$ cat src/rtl/three_wire_pkg.sv
// Shared types and constants for the three-wire sensor master.
// Holds the state encoding, default parameter values and sensor command codes.
package three_wire_pkg;

    typedef enum logic [2:0] {
        ST_IDLE    = 3'd0,
        ST_SETUP   = 3'd1,
        ST_CMD     = 3'd2,
        ST_DATA_WR = 3'd3,
        ST_DATA_RD = 3'd4,
        ST_HOLD    = 3'd5,
        ST_DONE    = 3'd6
    } state_t;

    localparam int DEF_CLK_DIV = 4;
    localparam int DEF_CMD_W   = 8;
    localparam int DEF_DATA_W  = 9;

    localparam logic [7:0] READ_TEMP     = 8'hAA;
    localparam logic [7:0] START_CONVERT = 8'hEE;
    localparam logic [7:0] STOP_CONVERT  = 8'h22;
    localparam logic [7:0] WRITE_CONFIG  = 8'h0C;
    localparam logic [7:0] READ_CONFIG   = 8'hAC;

endpackage

$ cat src/rtl/three_wire_tick.sv
// Half-period tick generator: pulses tick on the last CLK_IN cycle of each
// CLK_DIV-cycle window while enabled; clr restarts the window.
module three_wire_tick
    import three_wire_pkg::*;
#(
    parameter int CLK_DIV = DEF_CLK_DIV
) (
    input  logic clk,
    input  logic clr_n,
    input  logic en,
    input  logic clr,
    output logic tick
);

    localparam int CW = $clog2(CLK_DIV);
    localparam logic [CW-1:0] LAST = CW'(CLK_DIV - 1);

    logic [CW-1:0] cnt;

    always_ff @(posedge clk) begin
        if (!clr_n || clr) begin
            cnt <= '0;
        end else if (en) begin
            cnt <= (cnt == LAST) ? '0 : cnt + 1'b1;
        end
    end

    assign tick = en && (cnt == LAST);

endmodule

$ cat src/rtl/three_wire_master.sv
// Three-wire (CLK/DQ/RST) sensor master: sends a command LSB first, then an
// optional write or read data phase, and reports the read result on DONE.
module three_wire_master
    import three_wire_pkg::*;
#(
    parameter int CLK_DIV = DEF_CLK_DIV,
    parameter int CMD_W   = DEF_CMD_W,
    parameter int DATA_W  = DEF_DATA_W
) (
    input  logic                        CLK_IN,
    input  logic                        CLR_N,
    input  logic                        START,
    input  logic [CMD_W-1:0]            CMD,
    input  logic [DATA_W-1:0]           WR_DATA,
    input  logic [$clog2(DATA_W+1)-1:0] DATA_LEN,
    input  logic                        DIR,
    input  logic                        DQ_IN,
    output logic                        BUSY,
    output logic                        DONE,
    output logic [DATA_W-1:0]           RD_DATA,
    output logic                        CLK_OUT,
    output logic                        RST,
    output logic                        TRI_EN,
    output logic                        DQ_OUT,
    output logic [2:0]                  dbg_state
);

    localparam int LEN_W = $clog2(DATA_W + 1);
    localparam int MAX_B = (CMD_W > DATA_W) ? CMD_W : DATA_W;
    localparam int CNT_W = $clog2(MAX_B + 1);

    state_t              state, state_d;
    logic [CNT_W-1:0]    bit_cnt, bit_d;
    logic                sclk, sclk_d, dq, dq_d, dir_q, dir_d;
    logic [CMD_W-1:0]    cmd_q, cmd_d;
    logic [DATA_W-1:0]   wr_q, wr_d, rd_sh, rd_sh_d, rd_q, rd_d;
    logic [LEN_W-1:0]    len_q, len_d;
    logic                tick, last_cmd, last_data, read_turn;

    three_wire_tick #(.CLK_DIV(CLK_DIV)) u_tick (
        .clk   (CLK_IN),
        .clr_n (CLR_N),
        .en    (state != ST_IDLE),
        .clr   ((state == ST_IDLE) && START),
        .tick  (tick)
    );

    assign last_cmd  = (bit_cnt == CNT_W'(CMD_W - 1));
    assign last_data = ((bit_cnt + CNT_W'(1)) == CNT_W'(len_q));
    assign read_turn = dir_q && (len_q != '0);

    // sclk doubles as the phase flag: low half first, high half second.
    always_comb begin
        state_d = state;
        bit_d   = bit_cnt;
        sclk_d  = sclk;
        dq_d    = dq;
        cmd_d   = cmd_q;
        wr_d    = wr_q;
        len_d   = len_q;
        dir_d   = dir_q;
        rd_sh_d = rd_sh;
        rd_d    = rd_q;
        case (state)
            ST_IDLE: begin
                if (START) begin
                    state_d = ST_SETUP;
                    cmd_d   = CMD;
                    wr_d    = WR_DATA;
                    len_d   = (DATA_LEN > LEN_W'(DATA_W)) ? LEN_W'(DATA_W) : DATA_LEN;
                    dir_d   = DIR;
                    rd_sh_d = '0;
                    bit_d   = '0;
                end
            end
            ST_SETUP: begin
                if (tick) begin
                    state_d = ST_CMD;
                    sclk_d  = 1'b0;
                    dq_d    = cmd_q[0];
                end
            end
            ST_CMD: begin
                if (tick) begin
                    if (!sclk) begin
                        sclk_d = 1'b1;
                    end else if (!last_cmd) begin
                        sclk_d = 1'b0;
                        bit_d  = bit_cnt + 1'b1;
                        cmd_d  = cmd_q >> 1;
                        dq_d   = cmd_q[1];
                    end else if (len_q == '0) begin
                        state_d = ST_HOLD;
                    end else begin
                        sclk_d = 1'b0;
                        bit_d  = '0;
                        if (dir_q) begin
                            state_d = ST_DATA_RD;
                            dq_d    = 1'b0;
                        end else begin
                            state_d = ST_DATA_WR;
                            dq_d    = wr_q[0];
                        end
                    end
                end
            end
            ST_DATA_WR: begin
                if (tick) begin
                    if (!sclk) begin
                        sclk_d = 1'b1;
                    end else if (last_data) begin
                        state_d = ST_HOLD;
                    end else begin
                        sclk_d = 1'b0;
                        bit_d  = bit_cnt + 1'b1;
                        wr_d   = wr_q >> 1;
                        dq_d   = wr_q[1];
                    end
                end
            end
            ST_DATA_RD: begin
                if (tick) begin
                    if (!sclk) begin
                        sclk_d  = 1'b1;
                        rd_sh_d = {DQ_IN, rd_sh[DATA_W-1:1]};
                    end else if (last_data) begin
                        state_d = ST_HOLD;
                    end else begin
                        sclk_d = 1'b0;
                        bit_d  = bit_cnt + 1'b1;
                    end
                end
            end
            ST_HOLD: begin
                if (tick) begin
                    state_d = ST_DONE;
                    // Bits entered at the top; realign so the first bit lands at bit 0.
                    if (dir_q) rd_d = rd_sh >> (LEN_W'(DATA_W) - len_q);
                end
            end
            ST_DONE: begin
                state_d = ST_IDLE;
                dq_d    = 1'b0;
            end
            default: state_d = ST_IDLE;
        endcase
    end

    always_ff @(posedge CLK_IN) begin
        if (!CLR_N) begin
            state   <= ST_IDLE;
            bit_cnt <= '0;
            sclk    <= 1'b1;
            dq      <= 1'b0;
            cmd_q   <= '0;
            wr_q    <= '0;
            len_q   <= '0;
            dir_q   <= 1'b0;
            rd_sh   <= '0;
            rd_q    <= '0;
        end else begin
            state   <= state_d;
            bit_cnt <= bit_d;
            sclk    <= sclk_d;
            dq      <= dq_d;
            cmd_q   <= cmd_d;
            wr_q    <= wr_d;
            len_q   <= len_d;
            dir_q   <= dir_d;
            rd_sh   <= rd_sh_d;
            rd_q    <= rd_d;
        end
    end

    assign BUSY      = (state != ST_IDLE);
    assign DONE      = (state == ST_DONE);
    assign RST       = (state != ST_IDLE) && (state != ST_DONE);
    // The line stays driven through HOLD unless a read turned it around.
    assign TRI_EN    = (state == ST_SETUP) || (state == ST_CMD) || (state == ST_DATA_WR) ||
                       ((state == ST_HOLD) && !read_turn);
    assign DQ_OUT    = TRI_EN & dq;
    assign CLK_OUT   = sclk;
    assign RD_DATA   = rd_q;
    assign dbg_state = state;

endmodule

$ cat config.mk
export PLATFORM = sky130hd
export DESIGN_NAME = three_wire_master
export DESIGN_NICKNAME = d
export VERILOG_FILES = /design/src/rtl/three_wire_pkg.sv /design/src/rtl/three_wire_tick.sv /design/src/rtl/three_wire_master.sv
export SDC_FILE = /design/constraint.sdc
export NUM_CORES = 1
export LEC_CHECK = 0
export BUFFER_PORTS_ARGS = -buffer_cell sky130_fd_sc_hd__buf_2
export CORE_AREA = 2 2 111 59
export DETAILED_ROUTE_END_ITERATION = 10
export DIE_AREA = 0 0 113 61
export PLACE_DENSITY = 0.82
export SYNTH_ARGS = -nofsm -noshare
export SYNTH_HDL_FRONTEND = slang
export SYNTH_HIERARCHICAL = 1
export SYNTH_SLANG_ARGS = --single-unit
$ cat constraint.sdc
create_clock -name CLK_IN -period 2.05 [get_ports CLK_IN]
set_clock_uncertainty 0.05 [all_clocks]
set_input_delay 0.41 -clock CLK_IN [delete_from_list [all_inputs] [get_ports CLK_IN]]
set_output_delay 0.41 -clock CLK_IN [all_outputs]
set_load 0.03 [all_outputs]
==> metrics <==
DRT iter0 DRCs between 200 and 300; clk_lat worst skew roughly 0.29 ns; Routed WL between 8000 and 9000 um; Worst Path Arrival about 2.2 ns; via density per instance 5.93; post-layout min period just over 2 ns; gpl congestion ~0.94; Cells on Worst Hold Path 3; DP Area approximately 3400 um^2; placed cell count between 400 and 500; delay-heaviest family, CP buffers and inverters; CP Launch Type register; Post-Syn Area per Cell between 8 and 9 um^2; drt drc 1; gr usage total 0.224; Register Area 1040 um^2; Overflow after GRT 0; failing checks design-rule violations, negative setup slack; period utilization 1.01; CP Depth 11; Synth Flop Type dfxtp_1; area of the multi-input gates 1920 um^2; syn nets slightly below 400; FFs w/ async S/R, synth 0; pre-CTS setup slack -0.0105 ns; Setup Viol. Count Final 2; RSZ-0062 raised after global routing yes; Final Worst Setup Slack -0.0274 ns; Worst R2R End wr_q[7]; post-synthesis sequential area ratio 0.343; die area roughly 6900 um^2; I/O Buffers 43; final core utilization 0.646; Die Wd approximately 110 um; Num CTS Buffers 5; Leakage 1.52 nW; Final Instance Area 3810 um^2; Critical Path RT 2.20 ns; FF-to-FF Start dbg_state[2]; #FFs+latches synth 51; area delta synth->final 28.1%; HP Start CMD[7]; crit-path max FO 7; Hold Path Class in2reg; commonest cells after routing, fill and taps aside nand2_1 (59), buf_2 (44), dfxtp_1 (42), nor2_1 (32), buf_4 (31); # hold bufs at CTS 0; fill count slightly below 500; Vias between 2000 and 3000; Slew @ Worst Pin approximately 0.55 ns; core area between 5000 and 6000 um^2; root buffer cell clkbuf_16; WL/cell between 15 and 20 um; antenna diode count 0; Clock Tree Buf Depth 2; Slew Viols, Final 0; clock-pin slew on the worst setup and hold paths 0.06 ns; R2R setup slack -0.03 ns; PD cells about 1000 nW/um^2; commonest non-fill, non-tap cell in the layout nand2_1; status complete, but fails checks; Worst R2R Path Depth 11; Die Height ~61 um; via count of the first global-routing pass between 2000 and 2500; CTS tree yes; Most common cell on crit path buf_6; global-route wire length before repair 12100 um; Post-synth EDFFs 0; Max Clk Rate 0.481 GHz; Critical Path, Cell by Cell nor3_4, inv_4, and2_4, buf_6, nand4_1, a21o_1, a31oi_4, buf_12, buf_8, buf_6, a311oi_2; clk sinks between 50 and 60; cells after synthesis ~360; Final Hold Viols 0; Synth Cell Area 2980 um^2; Max VDD drop 0.442 mV; WP buf/inv 5; Ports 44; crit path capture type register; share of cells above drive strength 1 0.333; post-DP HPWL ~5700 um; yosys warns 6; First-pass DRT Iterations 8; slowest CP cell dfxtp_4; slowest cell delay on critical path around 0.36 ns; starting density of the core 0.504; final cell count without fillers 501; worst hold endpoint cmd_q[7]; # nets final between 400 and 500; Max-Cap Viols 0; antenna violations before repair 0; setup_tns -0.0291 ns; critical path class reg2reg; largest net degree at the start of global routing 26; Antenna Nets Post-Route 0; Distinct cells, synth slightly above 60; Slew HR 0.635; CTS H-tree depth 2; Cell Rows 20
==> sequential cells by signal, summed over array words and instances, names as in the netlist <==
register	cells
dbg_state	3
u_tick/cnt	2
wr_q	9
dir_q	1
dq	1
bit_cnt	4
CLK_OUT	1
rd_sh	9
len_q	4
cmd_q	8
RD_DATA	9
==> what timing repair did <==
item,4_1_cts,5_1_grt
setup buffers,0,17
endpoints found under the setup margin,6,19
cloned,0,2
pin swaps,1,19
resized for setup,3,37
endpoints found under the hold margin,0,0
==> power breakdown <==
part / total (mW) / internal, mW / switching (mW)
Combinational: 1.89 / 0.839 / 1.05
Clock: 0.801 / 0.448 / 0.353
Sequential: 1.28 / 1.15 / 0.133
==> logic make-up after synthesis <==
kind of cell / synth area share
xor gates and xnor gates: 0.0282
AOI/OAI and AO/OA: 0.216
DFF: 0.343
adders and majority gates: 0.0126
and+or+nand+nor: 0.260
muxes: 0.0828
buffers and inverters: 0.0580
==> through the flow <==
step                      total power, mW  hold WS, ns
after floorplan                      2.41        0.388
after global placement               2.76        0.387
after detailed placement             2.80        0.399
after CTS                            3.61        0.322
after global routing                 4.17        0.335
final                                3.97        0.326
==> final cells by class <==
type | instances | share of cell area
Clock buffer | 7 | 0.0348
Multi-Input combinational cell | 274 | 0.505
Timing Repair Buffer | 85 | 0.154
Inverter | 7 | 0.00755
Sequential cell | 51 | 0.274
Tap cell | 77 | 0.0253
==> worst max-delay path by stage <==
stage / to / start
2_1_floorplan: wr_q[7] / dbg_state[0]
3_3_place_gp: dbg_state[1] / bit_cnt[0]
3_5_place_dp: bit_cnt[0] / bit_cnt[0]
4_1_cts: bit_cnt[0] / bit_cnt[0]
5_1_grt: wr_q[7] / dbg_state[2]
6_report: wr_q[7] / dbg_state[2]
==> worst reg2reg max path, cell delays in order (launching register included) <==
cell      delay (ns)
dfxtp_4         0.36
nor3_4          0.25
inv_4           0.07
and2_4          0.17
buf_6           0.13
nand4_1         0.09
a21o_1          0.21
a31oi_4         0.06
buf_12          0.15
buf_8           0.12
buf_6           0.11
a311oi_2        0.22
==> synthesized netlist by cell type, types with 4 or more instances <==
master | n | area (um^2)
a22oi_1 | 5 | 37.5
and2_1 | 4 | 25.0
inv_1 | 7 | 26.3
mux2i_1 | 10 | 100
a21boi_0 | 9 | 67.6
nand3_1 | 19 | 95.1
a311oi_1 | 14 | 123
nand2_1 | 60 | 225
nand3b_1 | 4 | 30.0
dfxtp_1 | 51 | 1020
nor3_1 | 6 | 30.0
buf_2 | 5 | 25.0
nand2b_1 | 7 | 43.8
buf_4 | 4 | 30.0
clkbuf_1 | 12 | 45.0
nor2_1 | 36 | 135
mux2_2 | 7 | 78.8
and3b_1 | 4 | 35.0
xor2_1 | 4 | 35.0
o21ai_0 | 6 | 30.0
a21oi_1 | 19 | 95.1
==> routing by layer <==
metal  part of all wire  vias up  track usage
met5                  0        -            0
met4              0.016        0       0.0470
met3               0.11       20       0.0649
met2               0.42      148        0.315
met1               0.46     1386        0.339
li1                   -     1418            -
(Power assumes the default switching activity.)
